==> src/rtl/ctrl_pipe_if.sv <==
//==============================================================================
// Module   : ctrl_pipe_if
// Brief    : Decode-to-pipeline control bundle interface for ctrl_pipe.
// Revision : 1.0
//==============================================================================
`default_nettype none

interface ctrl_pipe_if #(
    parameter int REG_W = 5
);
    logic [4:0]       id_ex;
    logic [2:0]       id_m;
    logic [2:0]       id_wb;
    logic [REG_W-1:0] id_rs1;
    logic [REG_W-1:0] id_rs2;
    logic [REG_W-1:0] id_rd;
    logic             ex_zero;

    logic             ex_alu_src_b;
    logic [3:0]       ex_alu_op;
    logic             mem_mem_write;
    logic             wb_reg_write;
    logic [1:0]       wb_mem_to_reg;
    logic [REG_W-1:0] ex_rd;
    logic [REG_W-1:0] mem_rd;
    logic [REG_W-1:0] wb_rd;
    logic [1:0]       forward_a;
    logic [1:0]       forward_b;
    logic             stall;
    logic             flush;
    logic             pc_src;

    modport master (
        output id_ex, id_m, id_wb, id_rs1, id_rs2, id_rd, ex_zero,
        input  ex_alu_src_b, ex_alu_op, mem_mem_write, wb_reg_write, wb_mem_to_reg,
               ex_rd, mem_rd, wb_rd, forward_a, forward_b, stall, flush, pc_src
    );

    modport slave (
        input  id_ex, id_m, id_wb, id_rs1, id_rs2, id_rd, ex_zero,
        output ex_alu_src_b, ex_alu_op, mem_mem_write, wb_reg_write, wb_mem_to_reg,
               ex_rd, mem_rd, wb_rd, forward_a, forward_b, stall, flush, pc_src
    );
endinterface

`default_nettype wire

==> src/rtl/ctrl_pipe.sv <==
//==============================================================================
// Module   : ctrl_pipe
// Brief    : EX/MEM/WB control pipeline with branch flush, load-use stall and
//            operand forwarding selects.
// Revision : 1.0
//==============================================================================
`default_nettype none

module ctrl_pipe #(
    parameter int REG_W = 5
) (
    input  wire logic   clk,
    input  wire logic   rst,
    ctrl_pipe_if.slave  bus
);
    localparam logic [1:0] c_MEM_TO_REG_LOAD = 2'b11;
    localparam logic [1:0] c_FWD_RF          = 2'b00;
    localparam logic [1:0] c_FWD_MEM         = 2'b10;
    localparam logic [1:0] c_FWD_WB          = 2'b01;

    // EX stage
    logic             r_ex_alu_src_b;
    logic [3:0]       r_ex_alu_op;
    logic             r_ex_branch;
    logic             r_ex_b_type;
    logic             r_ex_mem_write;
    logic             r_ex_reg_write;
    logic [1:0]       r_ex_mem_to_reg;
    logic [REG_W-1:0] r_ex_rs1;
    logic [REG_W-1:0] r_ex_rs2;
    logic [REG_W-1:0] r_ex_rd;
    // MEM stage
    logic             r_mem_mem_write;
    logic             r_mem_reg_write;
    logic [1:0]       r_mem_mem_to_reg;
    logic [REG_W-1:0] r_mem_rd;
    // WB stage
    logic             r_wb_reg_write;
    logic [1:0]       r_wb_mem_to_reg;
    logic [REG_W-1:0] r_wb_rd;

    logic w_pc_src;
    logic w_load_use;
    logic w_stall;
    logic w_bubble;

    assign w_pc_src   = r_ex_branch & (r_ex_b_type ? bus.ex_zero : ~bus.ex_zero);
    assign w_load_use = r_ex_reg_write & (r_ex_mem_to_reg == c_MEM_TO_REG_LOAD) &
                        (r_ex_rd != '0) &
                        ((r_ex_rd == bus.id_rs1) | (r_ex_rd == bus.id_rs2));
    // A taken branch squashes the ID instruction, so its hazard is moot.
    assign w_stall    = w_load_use & ~w_pc_src;
    assign w_bubble   = w_pc_src | w_stall;

    always_ff @(posedge clk or posedge rst) begin
        if (rst) begin
            r_ex_alu_src_b   <= 1'b0;
            r_ex_alu_op      <= '0;
            r_ex_branch      <= 1'b0;
            r_ex_b_type      <= 1'b0;
            r_ex_mem_write   <= 1'b0;
            r_ex_reg_write   <= 1'b0;
            r_ex_mem_to_reg  <= '0;
            r_ex_rs1         <= '0;
            r_ex_rs2         <= '0;
            r_ex_rd          <= '0;
            r_mem_mem_write  <= 1'b0;
            r_mem_reg_write  <= 1'b0;
            r_mem_mem_to_reg <= '0;
            r_mem_rd         <= '0;
            r_wb_reg_write   <= 1'b0;
            r_wb_mem_to_reg  <= '0;
            r_wb_rd          <= '0;
        end else begin
            if (w_bubble) begin
                r_ex_alu_src_b  <= 1'b0;
                r_ex_alu_op     <= '0;
                r_ex_branch     <= 1'b0;
                r_ex_b_type     <= 1'b0;
                r_ex_mem_write  <= 1'b0;
                r_ex_reg_write  <= 1'b0;
                r_ex_mem_to_reg <= '0;
                r_ex_rs1        <= '0;
                r_ex_rs2        <= '0;
                r_ex_rd         <= '0;
            end else begin
                {r_ex_alu_src_b, r_ex_alu_op}                 <= bus.id_ex;
                {r_ex_branch, r_ex_b_type, r_ex_mem_write}    <= bus.id_m;
                {r_ex_reg_write, r_ex_mem_to_reg}             <= bus.id_wb;
                r_ex_rs1                                      <= bus.id_rs1;
                r_ex_rs2                                      <= bus.id_rs2;
                r_ex_rd                                       <= bus.id_rd;
            end
            r_mem_mem_write  <= r_ex_mem_write;
            r_mem_reg_write  <= r_ex_reg_write;
            r_mem_mem_to_reg <= r_ex_mem_to_reg;
            r_mem_rd         <= r_ex_rd;
            r_wb_reg_write   <= r_mem_reg_write;
            r_wb_mem_to_reg  <= r_mem_mem_to_reg;
            r_wb_rd          <= r_mem_rd;
        end
    end

    always_comb begin
        bus.forward_a = c_FWD_RF;
        bus.forward_b = c_FWD_RF;
        // MEM is checked last so it overrides an older WB match.
        if (r_wb_reg_write && (r_wb_rd != '0) && (r_wb_rd == r_ex_rs1))
            bus.forward_a = c_FWD_WB;
        if (r_mem_reg_write && (r_mem_rd != '0) && (r_mem_rd == r_ex_rs1))
            bus.forward_a = c_FWD_MEM;
        if (r_wb_reg_write && (r_wb_rd != '0) && (r_wb_rd == r_ex_rs2))
            bus.forward_b = c_FWD_WB;
        if (r_mem_reg_write && (r_mem_rd != '0) && (r_mem_rd == r_ex_rs2))
            bus.forward_b = c_FWD_MEM;
    end

    assign bus.ex_alu_src_b  = r_ex_alu_src_b;
    assign bus.ex_alu_op     = r_ex_alu_op;
    assign bus.mem_mem_write = r_mem_mem_write;
    assign bus.wb_reg_write  = r_wb_reg_write;
    assign bus.wb_mem_to_reg = r_wb_mem_to_reg;
    assign bus.ex_rd         = r_ex_rd;
    assign bus.mem_rd        = r_mem_rd;
    assign bus.wb_rd         = r_wb_rd;
    assign bus.stall         = w_stall;
    assign bus.flush         = w_pc_src;
    assign bus.pc_src        = w_pc_src;

endmodule

`default_nettype wire

==> src/flat_wrapper.sv <==
// flat-port wrapper written by rule: the top's interface ports become plain ports
module ctrl_pipe_flat 
#(
    parameter int REG_W = 5
)
  (clk, rst, bus_id_ex, bus_id_m, bus_id_wb, bus_id_rs1, bus_id_rs2, bus_id_rd, bus_ex_zero, bus_ex_alu_src_b, bus_ex_alu_op, bus_mem_mem_write, bus_wb_reg_write, bus_wb_mem_to_reg, bus_ex_rd, bus_mem_rd, bus_wb_rd, bus_forward_a, bus_forward_b, bus_stall, bus_flush, bus_pc_src);
  ctrl_pipe_if #(.REG_W(REG_W)) bus_i ();
  input  wire logic clk;
  input  wire logic rst;
  input wire logic [$bits(bus_i.id_ex)-1:0] bus_id_ex;
  input wire logic [$bits(bus_i.id_m)-1:0] bus_id_m;
  input wire logic [$bits(bus_i.id_wb)-1:0] bus_id_wb;
  input wire logic [$bits(bus_i.id_rs1)-1:0] bus_id_rs1;
  input wire logic [$bits(bus_i.id_rs2)-1:0] bus_id_rs2;
  input wire logic [$bits(bus_i.id_rd)-1:0] bus_id_rd;
  input wire logic [$bits(bus_i.ex_zero)-1:0] bus_ex_zero;
  output wire logic [$bits(bus_i.ex_alu_src_b)-1:0] bus_ex_alu_src_b;
  output wire logic [$bits(bus_i.ex_alu_op)-1:0] bus_ex_alu_op;
  output wire logic [$bits(bus_i.mem_mem_write)-1:0] bus_mem_mem_write;
  output wire logic [$bits(bus_i.wb_reg_write)-1:0] bus_wb_reg_write;
  output wire logic [$bits(bus_i.wb_mem_to_reg)-1:0] bus_wb_mem_to_reg;
  output wire logic [$bits(bus_i.ex_rd)-1:0] bus_ex_rd;
  output wire logic [$bits(bus_i.mem_rd)-1:0] bus_mem_rd;
  output wire logic [$bits(bus_i.wb_rd)-1:0] bus_wb_rd;
  output wire logic [$bits(bus_i.forward_a)-1:0] bus_forward_a;
  output wire logic [$bits(bus_i.forward_b)-1:0] bus_forward_b;
  output wire logic [$bits(bus_i.stall)-1:0] bus_stall;
  output wire logic [$bits(bus_i.flush)-1:0] bus_flush;
  output wire logic [$bits(bus_i.pc_src)-1:0] bus_pc_src;
  assign bus_i.id_ex = bus_id_ex;
  assign bus_i.id_m = bus_id_m;
  assign bus_i.id_wb = bus_id_wb;
  assign bus_i.id_rs1 = bus_id_rs1;
  assign bus_i.id_rs2 = bus_id_rs2;
  assign bus_i.id_rd = bus_id_rd;
  assign bus_i.ex_zero = bus_ex_zero;
  assign bus_ex_alu_src_b = bus_i.ex_alu_src_b;
  assign bus_ex_alu_op = bus_i.ex_alu_op;
  assign bus_mem_mem_write = bus_i.mem_mem_write;
  assign bus_wb_reg_write = bus_i.wb_reg_write;
  assign bus_wb_mem_to_reg = bus_i.wb_mem_to_reg;
  assign bus_ex_rd = bus_i.ex_rd;
  assign bus_mem_rd = bus_i.mem_rd;
  assign bus_wb_rd = bus_i.wb_rd;
  assign bus_forward_a = bus_i.forward_a;
  assign bus_forward_b = bus_i.forward_b;
  assign bus_stall = bus_i.stall;
  assign bus_flush = bus_i.flush;
  assign bus_pc_src = bus_i.pc_src;
  ctrl_pipe #(.REG_W(REG_W)) u_core (.clk(clk), .rst(rst), .bus(bus_i));
endmodule
==> config.mk <==
export PLATFORM = sky130hd
export DESIGN_NAME = ctrl_pipe_flat
export DESIGN_NICKNAME = d
export VERILOG_FILES = /design/src/rtl/ctrl_pipe_if.sv /design/src/rtl/ctrl_pipe.sv /design/src/flat_wrapper.sv
export SDC_FILE = /design/constraint.sdc
export NUM_CORES = 1
export LEC_CHECK = 0
export CAP_MARGIN = 20
export CORE_MARGIN = 1.5
export CORE_UTILIZATION = 40
export DETAILED_ROUTE_END_ITERATION = 8
export GPL_TIMING_DRIVEN = 0
export PLACE_DENSITY = 0.85
export SETUP_SLACK_MARGIN = 0.2
export SLEW_MARGIN = 5
export SYNTH_ARGS = -nofsm -noshare
export SYNTH_HDL_FRONTEND = slang
export SYNTH_SLANG_ARGS = --single-unit
==> constraint.sdc <==
create_clock -name clk -period 1.81 [get_ports clk]
set_input_delay 0.4525 -clock clk [delete_from_list [all_inputs] [get_ports clk]]
set_output_delay 0.4525 -clock clk [all_outputs]
set_load 0.05 [all_outputs]
==> summary.md <==
| Metric | Value |
|---|---|
| Max-slew headroom | 0.436 |
| Leak | 1.31 nW |
| Count of non-filler cells in the finished layout | roughly 290 |
| Starting Density | 0.429 |
| Final Skew | 0.00487 ns |
| Sequential power share | 0.426 |
| Pint | 1.80 mW |
| Post-synth EDFFs | 0 |
| Hold Crit Start | u_core.r_mem_mem_to_reg[1] |
| Die area | 4820 um2 |
| Clock Power Share | 0.277 |
| Root Buffer | clkbuf_8 |
| RSZ-0062 raised after global routing | yes |
| Vias in the first global route | 1514 |
| Fin crit period | ~2.4 ns |
| HPWL Detailed | between 2000 and 3000 um |
| CTS tree | yes |
| Post-Route WL | 4290 um |
| Buffers added on ports | 59 |
| Layout area overhead | 62.7% |
| Failing checks | negative setup slack |
| Via count | 1423 |
| Crit Path Max Fanout | 4 |
| DR DRC count | 0 |
| Net Sw Power | 0.911 mW |
| GP Congestion | roughly 0.8 |
| CTS sink count | 43 |
| Kind of critical path | reg -> out |
| CP startpoint kind | register |
| Mapped Cells | 158 |
| Vias/cell | between 4 and 5 |
| Antenna viol nets, final | 0 |
| Register area share after synthesis | 0.609 |
| H-tree depth | 2 |
| X dimension of the die | 69.4 um |
| Max IR drop VDD | between 500 and 600 uV |
| Mapped Area | roughly 1800 um2 |
| Final setup fails | 6 |
| Syn Area/Cell | 11.2 um2 |
| Area of the multi-input gates | 860 um2 |
| Ys Warns | 0 |
| Global-route wire length before repair | about 7200 um |
| Placed cell count | 267 |
| Hold Fails Final Rpt | 0 |
| Tcrit/Tclk final | 1.32 |
| Worst-Skew Late Latency | 0.29 ns |
| Synth unique cells | 19 |
| Core Footprint | 4120 um2 |
| Largest net degree at the start of global routing | 44 |
| Critical path origin | u_core.bus.wb_rd[0] |
| Final Instance Area | 2870 um2 |
| Placed Area | approximately 2600 um2 |
| Crit path cell chain | xor2_1 -> or4_4 -> nor4_4 -> buf_6 |
| Total power | 2.72 mW |
| RR Startpoint | u_core.bus.ex_rd[4] |
| Share of cells above drive strength 1 | 0.434 |
| Drt pass-1 iters | 4 |
| Dominant synthesized flop cell | dfrtp_1 |
| Reg area | 1090 um2 |
| Max Fclk | 0.418 GHz |
| CP max-delay cell | or4_4 |
| Slowest cell delay on critical path | around 0.55 ns |
| Pwr/cell area | roughly 950 nW/um2 |
| Iter 0 DRT Violations | approximately 100 |
| Maxcap violations | 0 |
| Synthesized flop and latch total | 43 |
| # diodes | 0 |
| CTS buffer count | 5 |
| Combinational share of power | 0.297 |
| Switching share of power | 0.336 |
| Share of flip-flops with an asynchronous set or reset | 1.00 |
| Die height | 69.4 um |
| Status | complete, but fails checks |
| WL/cell | 15.1 um |
| Hold Crit Class | reg -> reg |
| # rows | 23 |
| Fill count | 294 |
| Post-route setup slack | -0.581 ns |
| Req. time, crit path | 1.36 ns |
| Initial antenna violation count | 0 |
| Clk buf depth | 2 |
| Slew Limit Fails | 0 |
| Fin nets | 263 |
| Worst slew pin tran | 0.844 ns |
| Gr ovfl total | 0 |
| Ports | 60 |
| Syn Nets | 187 |
| Worst Path Arrival | roughly 1.9 ns |
| Reg clk slew, reported paths | 0.08 ns |
| Hold_buf cts | 0 |
| Pre-CTS setup slack | -1.20 ns |
| Total global-route track usage | 0.192 |
| CP endpoint kind | primary output |
[what timing repair did]
item                       in CTS  in global routing
pin swaps                      14                  4
buffers inserted                7                  3
gates resized for setup       146                 34
setup endpoints to repair      51                 40
[final timing paths]
kind	endpoint	slack, ns	cells after the start
worst max-delay path	bus_forward_a[0]	-0.58	4
worst min-delay path	u_core.bus.wb_mem_to_reg[1]	0.35	0
worst max register to register	u_core.bus.ex_alu_op[1]	0.28	6
worst min register to register	u_core.bus.wb_mem_to_reg[1]	0.35	0
max in group asynchronous	u_core.bus.ex_rd[2]	0.58	2
min in group asynchronous	u_core.r_mem_mem_to_reg[0]	0.64	2
[critical path: cells and delay by family, from the launching register on]
family	cells	cell delay [ns]
buf+inv	1	0.20
simple gates	2	0.86
xor+xnor	1	0.15
flops	1	0.45
[layout by cell type, fill, tap and decap left out, types with 2 or more instances in the layout]
cell type	netlist	final
a21oi_1	27	25
a21oi_2	0	2
buf_2	2	4
buf_4	1	9
buf_6	0	6
buf_8	0	4
clkbuf_2	0	10
clkbuf_8	0	5
clkdlybuf4s15_2	0	11
clkdlybuf4s50_1	0	17
dfrtp_1	43	28
dfrtp_2	0	15
dlygate4sd2_1	0	10
nand2_1	29	27
nand3_2	0	4
nor4_4	0	4
or4_4	0	3
xnor2_1	17	6
xnor2_2	0	10
xor2_1	14	14
[cells in the mapped netlist, types with 2 or more instances]
cell type	count	area, um2
dfrtp_1	43	1080
nand2_1	29	109
a21oi_1	27	135
xnor2_1	17	149
xor2_1	14	123
nand3_1	5	25.0
clkbuf_1	4	15.0
or4_1	4	30.0
buf_2	2	10.0
inv_1	2	7.51
nor4_1	2	12.5
nor4_2	2	25.0
[power by group through the flow]
stage	combinational [mW]	clock, mW	sequential (mW)
final	0.806	0.753	1.16
after global routing	0.855	0.818	1.17
after CTS	0.778	0.769	1.15
after detailed placement	0.724	0	1.17
after global placement	0.712	0	1.17
after floorplan	0.305	0	1.34
[kinds of logic (layout without fill, tap and decap cells)]
logic type / after synthesis / count (layout) / synth area share
flops: 43 / 43 / 0.609
simple gates: 45 / 45 / 0.123
compound gates: 30 / 30 / 0.0914
xor+xnor: 31 / 31 / 0.154
buf+inv: 9 / 86 / 0.0227
[area by class of cell]
class | count | share of cell area
buffer | 7 | 0.0244
clock buffer | 5 | 0.0240
clock inverter | 3 | 0.0166
inverter | 2 | 0.00697
multi-input combinational | 106 | 0.299
sequential | 43 | 0.381
tap | 50 | 0.0218
timing repair buffer | 69 | 0.226
[routing by layer]
layer | GRT usage | vias up | part of all wire
met5 | 0 | - | 0
met4 | 0.0719 | 0 | 0.026
met3 | 0.0727 | 12 | 0.064
met2 | 0.321 | 54 | 0.54
met1 | 0.226 | 676 | 0.37
li1 | - | 681 | -
[per-stage QoR]
step                TNS, ns  hold slack [ns]   util
CTS                   -2.19            0.354  0.693
global placement     -31.69            0.333  0.621
finish                -2.20            0.354  0.698
detailed placement   -12.15            0.335  0.621
floorplan             -1.76            0.331      -
global route          -2.59            0.365  0.698
(Power assumes the default switching activity.)
